<file path="src/rtl/i_fetch_pkg.sv">
// Shared types and default constants for the instruction-fetch stage.
// Holds the fetch FSM state encoding and the IF/ID register payload.
package i_fetch_pkg;

  typedef logic [31:0] word_t;

  localparam word_t RESET_PC_DEF  = 32'h0000_0000;
  localparam word_t NOP_INSTR_DEF = 32'h0000_0000;
  localparam word_t PC_STEP_DEF   = 32'd4;

  typedef enum logic [1:0] {
    ST_IDLE  = 2'd0,
    ST_FETCH = 2'd1,
    ST_HOLD  = 2'd2
  } fetch_state_e;

  typedef struct packed {
    word_t instr;
    word_t npc;
    logic  valid;
  } if_id_t;

endpackage

</file>
<file path="src/rtl/i_fetch_if.sv">
// Instruction-memory req/ack read port.
// The fetch stage is the master; the memory (or its model) is the slave.
interface i_fetch_if;
  import i_fetch_pkg::*;

  logic  imem_req;
  word_t imem_addr;
  logic  imem_ack;
  word_t imem_rdata;

  modport master (output imem_req, imem_addr, input imem_ack, imem_rdata);
  modport slave  (input imem_req, imem_addr, output imem_ack, imem_rdata);

endinterface

</file>
<file path="src/rtl/i_fetch_if_id.sv">
// IF/ID pipeline register: flush writes a bubble, load captures a new entry,
// otherwise the entry is held. Flush wins over load.
module i_fetch_if_id
  import i_fetch_pkg::*;
#(
  parameter word_t NOP_INSTR = NOP_INSTR_DEF
) (
  input  logic   clk,
  input  logic   rst_n,
  input  logic   load,
  input  logic   flush,
  input  if_id_t d,
  output if_id_t q
);

  if_id_t entry_q, entry_d;

  // NOTE: entry_d gets its default before any branch so no latch is inferred.
  always_comb begin
    entry_d = entry_q;
    if (flush) begin
      entry_d = '{instr: NOP_INSTR, npc: '0, valid: 1'b0};
    end else if (load) begin
      entry_d = d;
    end
  end

  // NOTE: non-blocking assignments so every flop samples pre-edge values.
  always_ff @(posedge clk or negedge rst_n) begin
    if (!rst_n) begin
      entry_q <= '{instr: NOP_INSTR, npc: '0, valid: 1'b0};
    end else begin
      entry_q <= entry_d;
    end
  end

  assign q = entry_q;

endmodule

</file>
<file path="src/rtl/i_fetch.sv">
// Instruction-fetch stage: owns the PC, issues req/ack reads to instruction
// memory, applies branch redirects and feeds the IF/ID register.
module i_fetch
  import i_fetch_pkg::*;
#(
  parameter word_t RESET_PC  = RESET_PC_DEF,
  parameter word_t NOP_INSTR = NOP_INSTR_DEF,
  parameter word_t PC_STEP   = PC_STEP_DEF
) (
  input  logic  clk,
  input  logic  rst_n,
  input  logic  EX_MEM_pc_src,
  input  word_t EX_MEM_branch_target,
  input  logic  stall,
  input  logic  flush,
  i_fetch_if.master imem,
  output word_t IF_ID_instruction_out,
  output word_t IF_ID_npc_out,
  output logic  IF_ID_valid
);

  fetch_state_e state_q, state_d;
  word_t        pc_q, pc_d;
  word_t        tgt_q, tgt_d;
  word_t        hold_q, hold_d;
  logic         pend_q, pend_d;

  word_t        pc_next;
  logic         discard;
  logic         ifid_load;
  logic         ifid_flush;
  if_id_t       ifid_in;
  if_id_t       ifid_out;

  always_comb begin
    state_d   = state_q;
    pc_d      = pc_q;
    tgt_d     = tgt_q;
    hold_d    = hold_q;
    pend_d    = pend_q;
    discard   = 1'b0;
    ifid_load = 1'b0;
    pc_next   = pc_q + PC_STEP;
    ifid_in   = '{instr: hold_q, npc: pc_next, valid: 1'b1};

    unique case (state_q)
      ST_IDLE: begin
        state_d = ST_FETCH;
        if (EX_MEM_pc_src) pc_d = EX_MEM_branch_target;
      end
      ST_FETCH: begin
        if (imem.imem_ack) begin
          if (EX_MEM_pc_src || pend_q) begin
            // A same-cycle redirect is newer than any parked target.
            discard = 1'b1;
            pend_d  = 1'b0;
            pc_d    = EX_MEM_pc_src ? EX_MEM_branch_target : tgt_q;
          end else if (!stall) begin
            ifid_load     = 1'b1;
            ifid_in.instr = imem.imem_rdata;
            pc_d          = pc_next;
          end else begin
            hold_d  = imem.imem_rdata;
            state_d = ST_HOLD;
          end
        end else if (EX_MEM_pc_src) begin
          // Address must stay put while req is outstanding; park the target.
          pend_d = 1'b1;
          tgt_d  = EX_MEM_branch_target;
        end
      end
      ST_HOLD: begin
        if (EX_MEM_pc_src) begin
          discard = 1'b1;
          pc_d    = EX_MEM_branch_target;
          state_d = ST_FETCH;
        end else if (!stall) begin
          ifid_load = 1'b1;
          pc_d      = pc_next;
          state_d   = ST_FETCH;
        end
      end
      default: state_d = ST_IDLE;
    endcase

    ifid_flush = flush || (discard && !stall);
  end

  always_ff @(posedge clk or negedge rst_n) begin
    if (!rst_n) begin
      state_q <= ST_IDLE;
      pc_q    <= RESET_PC;
      tgt_q   <= '0;
      hold_q  <= '0;
      pend_q  <= 1'b0;
    end else begin
      state_q <= state_d;
      pc_q    <= pc_d;
      tgt_q   <= tgt_d;
      hold_q  <= hold_d;
      pend_q  <= pend_d;
    end
  end

  assign imem.imem_req  = (state_q == ST_FETCH);
  assign imem.imem_addr = pc_q;

  i_fetch_if_id #(.NOP_INSTR(NOP_INSTR)) u_if_id (
    .clk   (clk),
    .rst_n (rst_n),
    .load  (ifid_load),
    .flush (ifid_flush),
    .d     (ifid_in),
    .q     (ifid_out)
  );

  assign IF_ID_instruction_out = ifid_out.instr;
  assign IF_ID_npc_out         = ifid_out.npc;
  assign IF_ID_valid           = ifid_out.valid;

endmodule

</file>
<file path="src/flat_wrapper.sv">
// flat-port wrapper written by rule: the top's interface ports become plain ports
module i_fetch_flat import i_fetch_pkg::*;
#(
  parameter word_t RESET_PC  = RESET_PC_DEF,
  parameter word_t NOP_INSTR = NOP_INSTR_DEF,
  parameter word_t PC_STEP   = PC_STEP_DEF
)
  (clk, rst_n, EX_MEM_pc_src, EX_MEM_branch_target, stall, flush, IF_ID_instruction_out, IF_ID_npc_out, IF_ID_valid, imem_imem_req, imem_imem_addr, imem_imem_ack, imem_imem_rdata);
  i_fetch_if imem_i ();
  input  logic clk;
  input  logic rst_n;
  input  logic EX_MEM_pc_src;
  input  word_t EX_MEM_branch_target;
  input  logic stall;
  input  logic flush;
  output word_t IF_ID_instruction_out;
  output word_t IF_ID_npc_out;
  output logic IF_ID_valid;
  output wire logic [$bits(imem_i.imem_req)-1:0] imem_imem_req;
  output wire logic [$bits(imem_i.imem_addr)-1:0] imem_imem_addr;
  input wire logic [$bits(imem_i.imem_ack)-1:0] imem_imem_ack;
  input wire logic [$bits(imem_i.imem_rdata)-1:0] imem_imem_rdata;
  assign imem_imem_req = imem_i.imem_req;
  assign imem_imem_addr = imem_i.imem_addr;
  assign imem_i.imem_ack = imem_imem_ack;
  assign imem_i.imem_rdata = imem_imem_rdata;
  i_fetch #(.RESET_PC(RESET_PC), .NOP_INSTR(NOP_INSTR), .PC_STEP(PC_STEP)) u_core (.clk(clk), .rst_n(rst_n), .EX_MEM_pc_src(EX_MEM_pc_src), .EX_MEM_branch_target(EX_MEM_branch_target), .stall(stall), .flush(flush), .imem(imem_i), .IF_ID_instruction_out(IF_ID_instruction_out), .IF_ID_npc_out(IF_ID_npc_out), .IF_ID_valid(IF_ID_valid));
endmodule
</file>
<file path="config.mk">
export PLATFORM = sky130hd
export DESIGN_NAME = i_fetch_flat
export DESIGN_NICKNAME = d
export VERILOG_FILES = /design/src/rtl/i_fetch_pkg.sv /design/src/rtl/i_fetch_if.sv /design/src/rtl/i_fetch_if_id.sv /design/src/rtl/i_fetch.sv /design/src/flat_wrapper.sv
export SDC_FILE = /design/constraint.sdc
export NUM_CORES = 1
export LEC_CHECK = 0
export BUFFER_PORTS_ARGS = -buffer_cell sky130_fd_sc_hd__buf_4
export CORE_MARGIN = 2
export CORE_UTILIZATION = 50
export DETAILED_ROUTE_END_ITERATION = 7
export HOLD_SLACK_MARGIN = 0.08
export PLACE_DENSITY = 0.77
export SLEW_MARGIN = 20
export SYNTH_ARGS = -nofsm -noshare
export SYNTH_HDL_FRONTEND = slang
export SYNTH_SLANG_ARGS = --single-unit
</file>
<file path="constraint.sdc">
create_clock -name clk -period 2.05 [get_ports clk]
set_input_delay 0.1025 -clock clk [delete_from_list [all_inputs] [get_ports clk]]
set_output_delay 0.1025 -clock clk [all_outputs]
set_load 0.02 [all_outputs]
</file>
Word-level counts from Yosys, hierarchy flattened
Index checks and enable logic that the tools add are counted.
{"block": "word_totals", "out_inout_bits": 98, "inputBits": 70, "elab_cells": 63, "reg_bits": 164}
{"block": "op_classes", "eq_ne": 8, "n_reduce_logical": 13, "mux": 31, "n_bitwise": 2, "addsub": 1}
{"cell": "$mux W32", "n": 10}
{"cell": "$mux W65", "n": 2}
{"cell": "$pmux W32 S3", "n": 1}
{"cell": "$add A32 B3 Y32 const B", "n": 1}
{"cell": "$mux W1", "n": 10}
{"cell": "$mux W2", "n": 5}
{"cell": "$reduce_and A4 Y1", "n": 2}
{"cell": "$ne A2 B2 Y1 const B", "n": 3}
{"cell": "$pmux W2 S3", "n": 1}
{"cell": "$reduce_and A3 Y1", "n": 2}
{"cell": "$ne A2 B1 Y1 const B", "n": 2}
{"cell": "$pmux W1 S2", "n": 2}
{"cell": "$reduce_bool A2 Y1", "n": 2}
{"cell": "$ne A3 B3 Y1 const B", "n": 1}
{"cell": "$reduce_bool A3 Y1", "n": 1}
{"cell": "$eq A2 B1 Y1 const B", "n": 1}
{"cell": "$eq A2 B2 Y1 const B", "n": 1}
{"cell": "$logic_not A2 Y1", "n": 1}
{"cell": "$logic_or A1 B1 Y1", "n": 2}
{"cell": "$not A1 Y1", "n": 2}
{"cell": "$reduce_and A2 Y1", "n": 1}
{"cell": "$logic_and A1 B1 Y1", "n": 1}
{"cell": "$logic_not A1 Y1", "n": 1}

Longest topological paths before layout
Gate-level depths: netlist of the first run.
{"block": "logic_depth", "depth_word": 7, "mapped_depth": 10, "ltp_nobuf": 7}

Hierarchy
A second synthesis of the first run with hierarchy kept.
{"block": "hier_totals", "hier_cells": 814, "hier_area_um2": 8702.1}
{"module": "i_fetch", "cells_each": 605, "area_each_um2": 6034.5, "instances": 1, "seq_area_each_um2": 2477.4}
{"module": "i_fetch_if_id", "cells_each": 209, "area_each_um2": 2667.6, "instances": 1, "seq_area_each_um2": 1626.6}

Least setup slack after synthesis of the first run
No wires, ideal clock.
{"block": "synth_timing", "path_kind": "register -> register", "start": "reg u_core.state_q[1]", "end": "reg u_core.hold_q[10]", "n_path_buf": 2, "path_slack_ns": -0.336, "t_arrival_ns": 2.261, "period_less_slack_ns": 2.386, "setup_time_ns": 0.125, "stages_incl_launch_ff": 8, "t_required_ns": 1.925, "cell_sequence": "dfrtp_1 > inv_1 > ha_1 > clkbuf_1 > nand2_1 > nor3_1 > clkbuf_1 > mux2_2"}
{"block": "synth_via", "elab_chain_len": 2}
{"element": "start: declaration", "line": "i_fetch.sv:22", "rtl": "fetch_state_e state_q, state_d;"}
{"element": "start signal: assignment", "line": "i_fetch.sv:97", "rtl": "state_q <= state_d;"}
{"element": "$eq A2 B1 Y1"}
{"element": "via imem_imem_req", "line": "flat_wrapper.sv:19", "rtl": "output wire logic [$bits(imem_i.imem_req)-1:0] imem_imem_req;"}
{"element": "$reduce_and A4 Y1 (no source line)"}
{"element": "end signal: assignment", "line": "i_fetch.sv:100", "rtl": "hold_q <= hold_d;"}
{"element": "end: declaration", "line": "i_fetch.sv:25", "rtl": "word_t hold_q, hold_d;"}
The timed path passes the listed nets, and every way through them passes these cells.
A chain may end at the register's enable or synchronous reset.

Worst setup path after layout of the first run
{"block": "layout_timing", "start": "reg u_core.state_q[1]", "end": "reg u_core.u_if_id.entry_q, in the netlist u_core.u_if_id.q[50]"}
{"block": "layout_via", "elab_chain_len": 5, "elab_cells_between_ends": 10, "classes_between": "2 x eq/ne; 5 x mux; 3 x reduce/logical"}
{"element": "$eq A2 B2 Y1 or $eq A2 B1 Y1 (tied branches)", "line": "i_fetch.sv:46", "rtl": "unique case (state_q)"}
{"element": "$pmux W1 S2", "line": "i_fetch.sv:46"}
{"element": "$logic_and A1 B1 Y1", "line": "i_fetch.sv:86", "rtl": "ifid_flush = flush || (discard && !stall);"}
{"element": "$logic_or A1 B1 Y1", "line": "i_fetch.sv:86"}
{"element": "$mux W65 or $reduce_bool A2 Y1 (tied branches)"}
{"element": "end signal: assignment", "line": "i_fetch_if_id.sv:31", "rtl": "entry_q <= '{instr: NOP_INSTR, npc: '0, valid: 1'b0};"}
{"element": "end signal: assignment", "line": "i_fetch_if_id.sv:33", "rtl": "entry_q <= entry_d;"}
{"element": "end: declaration", "line": "i_fetch_if_id.sv:16", "rtl": "if_id_t entry_q, entry_d;"}
Parallel ways exist; a longest one is shown, timed or not. The select of a mux whose other input is x is not followed.

==> results of run 1 <==
-- synthesized netlist by cell type (4+ instances only) --
cell	number	area [µm²]
a221oi_1	7	61.3
buf_1	8	30.0
mux2_2	63	709
and3_1	4	25.0
o31a_1	4	35.0
nor3_1	13	65.1
mux2i_1	34	340
inv_1	9	33.8
clkbuf_1	47	176
o21a_1	5	37.5
a31oi_1	5	31.3
nand4_1	12	75.1
or3_1	8	50.1
o211a_1	4	40.0
a22o_1	7	61.3
a21oi_1	20	100
nor2_1	99	372
buf_2	10	50.1
xor2_1	11	96.3
nand2_1	40	150
a22oi_1	18	135
o21ai_0	34	170
xnor2_1	19	166
ha_1	4	50.1
dfrtp_1	164	4100
nand3_1	11	55.1
a221o_1	5	50.1
a211oi_1	60	450
nor4_1	10	62.6
o31ai_1	4	30.0
-- registers in the layout, summed over array words and instances, names as in the netlist --
register	count
u_core.state_q	2
u_core.tgt_q	32
u_core.imem.imem_addr	32
u_core.u_if_id.q	65
u_core.pend_q	1
u_core.hold_q	32
-- layout make-up --
class                   count  area (µm²)  share of cell area, %
multi-input cells         559        4450                   35.6
well taps                 220         275                   2.20
repair buffers            344        3050                   24.4
inverters                   9        33.8                  0.270
clock buffers              19         443                   3.55
clock inverters            13         114                  0.911
flip-flops and latches    164        4130                   33.0
-- metal layers --
layer | routed length, µm | vias to the layer above | part of all wire (%)
li1 | - | 3559 | -
met1 | 11800 | 4125 | 40
met2 | 14200 | 456 | 48
met3 | 2540 | 88 | 8.6
met4 | 950 | 0 | 3.2
met5 | 0 | - | 0
-- final timing paths --
check	start	endpoint	slack, ns	cells past startpoint
worst max-delay path	u_core.state_q[1]$_DFFE_PN0P_	u_core.u_if_id.q[50]$_DFFE_PN0P_	-0.04	8
worst min-delay path	stall	u_core.imem.imem_addr[29]$_DFFE_PN0P_	0.18	3
worst max register to register	u_core.state_q[1]$_DFFE_PN0P_	u_core.u_if_id.q[50]$_DFFE_PN0P_	-0.04	8
worst min register to register	u_core.hold_q[25]$_DFFE_PN0P_	u_core.hold_q[25]$_DFFE_PN0P_	0.51	1
max in group asynchronous	rst_n	u_core.imem.imem_addr[30]$_DFFE_PN0P_	1.13	3
min in group asynchronous	rst_n	u_core.tgt_q[15]$_DFFE_PN0P_	0.19	2
-- power breakdown --
part / switching (µW) / total [µW] / internal, µW
clock: 1430 / 3050 / 1620
combinational: 4910 / 9070 / 4150
sequential: 927 / 5320 / 4390
total: 7270 / 17400 / 10200
-- logic make-up (layout without fill, tap and decap cells) --
| family | count (synthesis) | count (layout) | share of synthesized area (%) |
|---|---|---|---|
| compound gates | 202 | 203 | 17.5 |
| xor+xnor | 30 | 30 | 3.15 |
| fa+ha+maj | 4 | 4 | 0.599 |
| buf+inv | 77 | 385 | 3.79 |
| flops | 164 | 164 | 49.1 |
| mux | 98 | 98 | 12.7 |
| simple gates | 224 | 224 | 13.1 |
-- per-stage QoR --
step | setup WS [ns] | area (µm²) | util [%] | power (µW) | std cells
floorplan | -0.0838 | 8480 | - | 9660 | 799
global placement | 0.0191 | 10500 | 63.5 | 12400 | 1205
detailed placement | -0.0294 | 10500 | 63.5 | 12700 | 1205
CTS | -0.00213 | 11700 | 71.3 | 15900 | 1306
global route | -0.0659 | 12500 | 75.9 | 18200 | 1328
finish | -0.0444 | 12500 | 75.9 | 17400 | 1328
-- worst reg2reg max path, cell delays in order, from the launching register on --
cell       delay [ns]
dfrtp_1          0.42
inv_2            0.12
ha_4             0.18
buf_8            0.13
and3b_2          0.27
and2_4           0.25
clkbuf_16        0.20
mux2i_2          0.29
a211oi_2         0.12
-- what timing repair did --
item,4_1_cts,5_1_grt
cloned,0,11
resized for setup,8,100
pin swaps,1,17
buffers inserted,2,12
hold buffers,67,0
hold endpoints to repair,215,0
setup endpoints to repair,14,89
==> impl_metrics.env, run 1 <==
export IMPL_status="finished, violations left"
export IMPL_failed_checks="negative setup slack"
export IMPL_initial_core_util_pct=50.7
export IMPL_cp_start_kind="flop"
export IMPL_wl_mm=29.5
export IMPL_netlist_area_mm2=0.00835
export IMPL_place_hpwl_mm=16.9
export IMPL_clock_skew_ns=0.00812
export IMPL_drive_above_1_share_pct=44.0
export IMPL_avgSynthCellArea_um2=10.5
export IMPL_relSlewSlack_pct=66.1
export IMPL_ant_nets=0
export IMPL_syn2layout_area_growth_pct=49.6
export IMPL_hp_class="in -> reg"
export IMPL_slowest_stage="dfrtp_1"
export IMPL_synth_seq_cells=164
export IMPL_drv_cap=0
export IMPL_clk_latency_ns=0.44
export IMPL_setup_viol=5
export IMPL_met3_usage_pct=4.98
export IMPL_grt_usage_pct=28.7
export IMPL_p_per_area_mw_per_mm2=1400
export IMPL_gr_usage_met2_pct=44.9
export IMPL_layout_cells_most_common_list="buf_4 (250), dfrtp_1 (147), nor2_1 (96)"
export IMPL_fin_setup_tns_ns=-0.0963
export IMPL_drtPass1Iterations=6
export IMPL_clockBufferDepth=2
export IMPL_die_area_mm2=0.0178
export IMPL_die_w_um=133
export IMPL_portBuffers=167
export IMPL_yosysSeqAreaShare_pct=49.1
export IMPL_nFillCells=1023
export IMPL_routedWlPerCell_um=22.2
export IMPL_crit_buf_inv=3
export IMPL_grt_pass1_wl_mm=40.1
export IMPL_worst_slack_ns=-0.0444
export IMPL_met1_usage_pct=41.0
export IMPL_worstPathRequired_ns=2.36
export IMPL_top_usage_layer="met2"
export IMPL_synth_edf_count=0
export IMPL_via_per_inst=6.20
export IMPL_path_clk_slew_ns=0.07
export IMPL_crit_fanout=10
export IMPL_async_flop_share_pct=100
export IMPL_cts_max_level=4
export IMPL_die_h_um=133
export IMPL_tightest_slew_ns=0.506
export IMPL_path_delay_family="simple AND/OR/NAND/NOR gates"
export IMPL_grt_overflow_total=0
export IMPL_hold_viol=0
export IMPL_crit_type="reg -> reg"
export IMPL_synth_main_ff_cell="dfrtp_1"
export IMPL_period_needed_ns=2.09
export IMPL_post_route_period_util_pct=102
export IMPL_clockRootBuffer="clkbuf_16"
export IMPL_hold_slack_ns=0.183
export IMPL_synthCells=799
export IMPL_num_vias=8228
export IMPL_fin_nets=1169
export IMPL_drtIter0Drc=819
export IMPL_cts_sinks=164
export IMPL_layout_commonest_cell="buf_4"
export IMPL_crit_chain="inv_2, ha_4, buf_8, and3b_2, and2_4, clkbuf_16, mux2i_2, a211oi_2"
export IMPL_rows=47
export IMPL_leakage_uw=0.00537
export IMPL_drc=0
export IMPL_grt_max_degree=66
export IMPL_n_antenna_cell=0
export IMPL_worst_ir_drop_vdd_mv=0.881
export IMPL_max_stage_delay_ns=0.42
export IMPL_grt_antenna_before_repair=0
export IMPL_cts_tree="built"
export IMPL_rsz0062_at_grt="true"
export IMPL_cts_buffers=17
export IMPL_syn_num_nets=873
export IMPL_crit_arrival_ns=2.41
export IMPL_max_freq_mhz=477
export IMPL_maxSlewViolCount=0
export IMPL_synthesis_yosys_warnings=0
export IMPL_grt_pass1_vias=7501
export IMPL_yosysUniqueCellTypes=63
export IMPL_gp_congestion=0.956
export IMPL_io_pins=168
export IMPL_cp_end_kind="flop"
export IMPL_coreArea_mm2=0.0165
Note: power is estimated with default switching activity, not from simulation.
==> run 2: changes to the inputs <==
--- a/config.mk
+++ b/config.mk
@@ -7,10 +7,11 @@
 export LEC_CHECK = 0
 export BUFFER_PORTS_ARGS = -buffer_cell sky130_fd_sc_hd__buf_4
 export CORE_MARGIN = 2
-export CORE_UTILIZATION = 50
+export CORE_UTILIZATION = 52
+export CTS_BUF_LIST = sky130_fd_sc_hd__clkbuf_2
 export DETAILED_ROUTE_END_ITERATION = 7
 export HOLD_SLACK_MARGIN = 0.08
-export PLACE_DENSITY = 0.77
+export PLACE_DENSITY = 0.79
 export SLEW_MARGIN = 20
 export SYNTH_ARGS = -nofsm -noshare
 export SYNTH_HDL_FRONTEND = slang
==> run 2 against run 1 <==
Compared with the run above:
- clock power fell by 38%
- the flow still finishes with violations (negative setup slack)
- largest power group unchanged
- clock skew rose by 0.046 ns
- critical path depth rose by 1
- cell count rose by 4.8%
==> impl_metrics.env, run 2 (same netlist as run 1, synthesis figures left out) <==
export IMPL_stdcell_area_mm2=0.0129
export IMPL_die_w_um=131
export IMPL_leakage_uw=0.00553
export IMPL_cts_max_level=4
export IMPL_met1_length_mm=12.5
export IMPL_dpl_cell_count=1210
export IMPL_crit_fanout=16
export IMPL_cp_end_kind="flop"
export IMPL_maxSlewViolCount=0
export IMPL_worst_slack_ns=-0.167
export IMPL_drc=0
export IMPL_final_cell_count_no_fill=1392
export IMPL_cts_buffers=17
export IMPL_initial_core_util_pct=53.0
export IMPL_coreArea_mm2=0.0158
export IMPL_crit_type="reg -> reg"
export IMPL_cts_sinks=164
export IMPL_path_clk_slew_ns=0.32
export IMPL_routedWlPerCell_um=24.4
export IMPL_cts_tree="built"
export IMPL_clockBufferDepth=2
export IMPL_placed_cell_area_mm2=0.0105
export IMPL_status="finished, violations left"
export IMPL_grt_pass1_wl_mm=44.3
export IMPL_clock_skew_ns=0.0544
export IMPL_grt_max_degree=66
export IMPL_grt_usage_pct=34.1
export IMPL_drv_cap=0
export IMPL_wl_mm=33.9
export IMPL_hp_class="in -> reg"
export IMPL_num_vias=8790
export IMPL_die_area_mm2=0.0171
export IMPL_portBuffers=167
export IMPL_drtPass1Iterations=6
export IMPL_place_hpwl_mm=17.8
export IMPL_routed_wl_met3_mm=3.27
export IMPL_drtIter0Drc=1095
export IMPL_failed_checks="negative setup slack"
export IMPL_p_per_area_mw_per_mm2=1290
export IMPL_cp_start_kind="flop"
export IMPL_worstPathRequired_ns=2.81
export IMPL_drive_above_1_share_pct=42.5
export IMPL_period_needed_ns=2.22
export IMPL_ant_nets=0
export IMPL_grt_overflow_total=0
export IMPL_io_pins=168
export IMPL_setup_viol=27
export IMPL_nFillCells=874
export IMPL_met2RoutedLength_mm=16.5
export IMPL_max_freq_mhz=451
export IMPL_syn2layout_area_growth_pct=54.9
export IMPL_hold_viol=0
export IMPL_layout_cells_most_common_list="buf_4 (247), dfrtp_1 (148), dlygate4sd3_1 (130)"
export IMPL_grt_antenna_before_repair=3
export IMPL_via_per_inst=6.31
export IMPL_rows=46
export IMPL_clockRootBuffer="clkbuf_2"
export IMPL_highest_layer="met5"
export IMPL_tightest_slew_ns=0.547
export IMPL_worst_ir_drop_vdd_mv=0.855
export IMPL_die_h_um=131
export IMPL_crit_arrival_ns=2.97
export IMPL_rsz0062_at_grt="true"
export IMPL_relSlewSlack_pct=63.5
export IMPL_layout_commonest_cell="buf_4"
export IMPL_gp_congestion=0.940
export IMPL_fin_nets=1236
export IMPL_post_route_period_util_pct=108
export IMPL_largest_reg_flops=65
export IMPL_grt_pass1_vias=8255
export IMPL_clk_latency_ns=0.83
-- run 2: cell count changes in the layout (fill, tap and decap cells not counted), sizes merged --
cell,previous run,this run
buf,270,277
clkbuf,26,22
dlygate4sd3,67,130
clkinv,3,6
clkinvlp,3,1
o211a,5,4
bufinv,0,1
diode,0,1
-- run 2: cell type report --
| cell class | instances | area, µm² | share of cell area (%) |
|---|---|---|---|
| repair buffers | 412 | 3770 | 29.1 |
| well taps | 216 | 270 | 2.09 |
| diodes | 1 | 2.50 | 0.0193 |
| multi-input cells | 558 | 4490 | 34.7 |
| inverters | 9 | 33.8 | 0.261 |
| clock buffers | 17 | 85.1 | 0.658 |
| flip-flops and latches | 164 | 4120 | 31.9 |
| clock inverters | 15 | 165 | 1.28 |
-- run 2: where the power goes --
part / internal, µW / switching (µW) / total [µW]
registers: 4370 / 1000 / 5380
clock network: 501 / 1380 / 1880
logic: 4210 / 5200 / 9410
total: 9080 / 7580 / 16700
-- run 2: final timing paths --
check / slack, ns / to / cells after the start / start
max in group asynchronous: 1.37 / u_core.imem.imem_addr[9]$_DFFE_PN0P_ / 4 / rst_n
min in group asynchronous: 0.35 / u_core.u_if_id.q[53]$_DFFE_PN0P_ / 4 / rst_n
worst min register to register: 0.54 / u_core.tgt_q[17]$_DFFE_PN0P_ / 1 / u_core.tgt_q[17]$_DFFE_PN0P_
worst max-delay path: -0.17 / u_core.u_if_id.q[52]$_DFFE_PN0P_ / 9 / u_core.state_q[0]$_DFFE_PN0P_
worst max register to register: -0.17 / u_core.u_if_id.q[52]$_DFFE_PN0P_ / 9 / u_core.state_q[0]$_DFFE_PN0P_
worst min-delay path: 0.11 / u_core.imem.imem_addr[24]$_DFFE_PN0P_ / 4 / EX_MEM_branch_target[24]
-- run 2: per-layer routing --
layer	GRT usage (%)	up-vias
met4	15.0	4
met5	0	-
met2	55.1	648
li1	-	3681
met1	44.8	4296
met3	7.08	161
-- run 2: timing repair --
item | in CTS | in global routing
gates resized for setup | 19 | 102
endpoints found under the setup margin | 35 | 92
endpoints found under the hold margin | 328 | 0
setup buffers | 0 | 8
hold buffers | 131 | 0
cloned | 0 | 10
pin swaps | 0 | 12
-- run 2: critical path, stage by stage, from the launching register on --
cell      delay, ns
dfrtp_1        0.47
buf_6          0.13
ha_4           0.17
buf_6          0.13
nand2_2        0.08
nand2_1        0.07
a32o_1         0.23
a31o_4         0.30
buf_6          0.21
a211oi_1       0.35
-- run 2: through the flow --
step	hold WS [ns]	power [µW]	worst slack, ns	setup TNS [ns]	utilization (%)
CTS	0.0817	15000	-0.0776	-0.469	77.3
detailed placement	0.110	12800	-0.0667	-0.161	66.8
finish	0.106	16700	-0.167	-0.909	82.0
global route	0.0704	17300	-0.197	-3.35	82.0
global placement	0.113	12600	0.00612	0	66.8
floorplan	-0.193	9660	-0.0838	-0.253	-
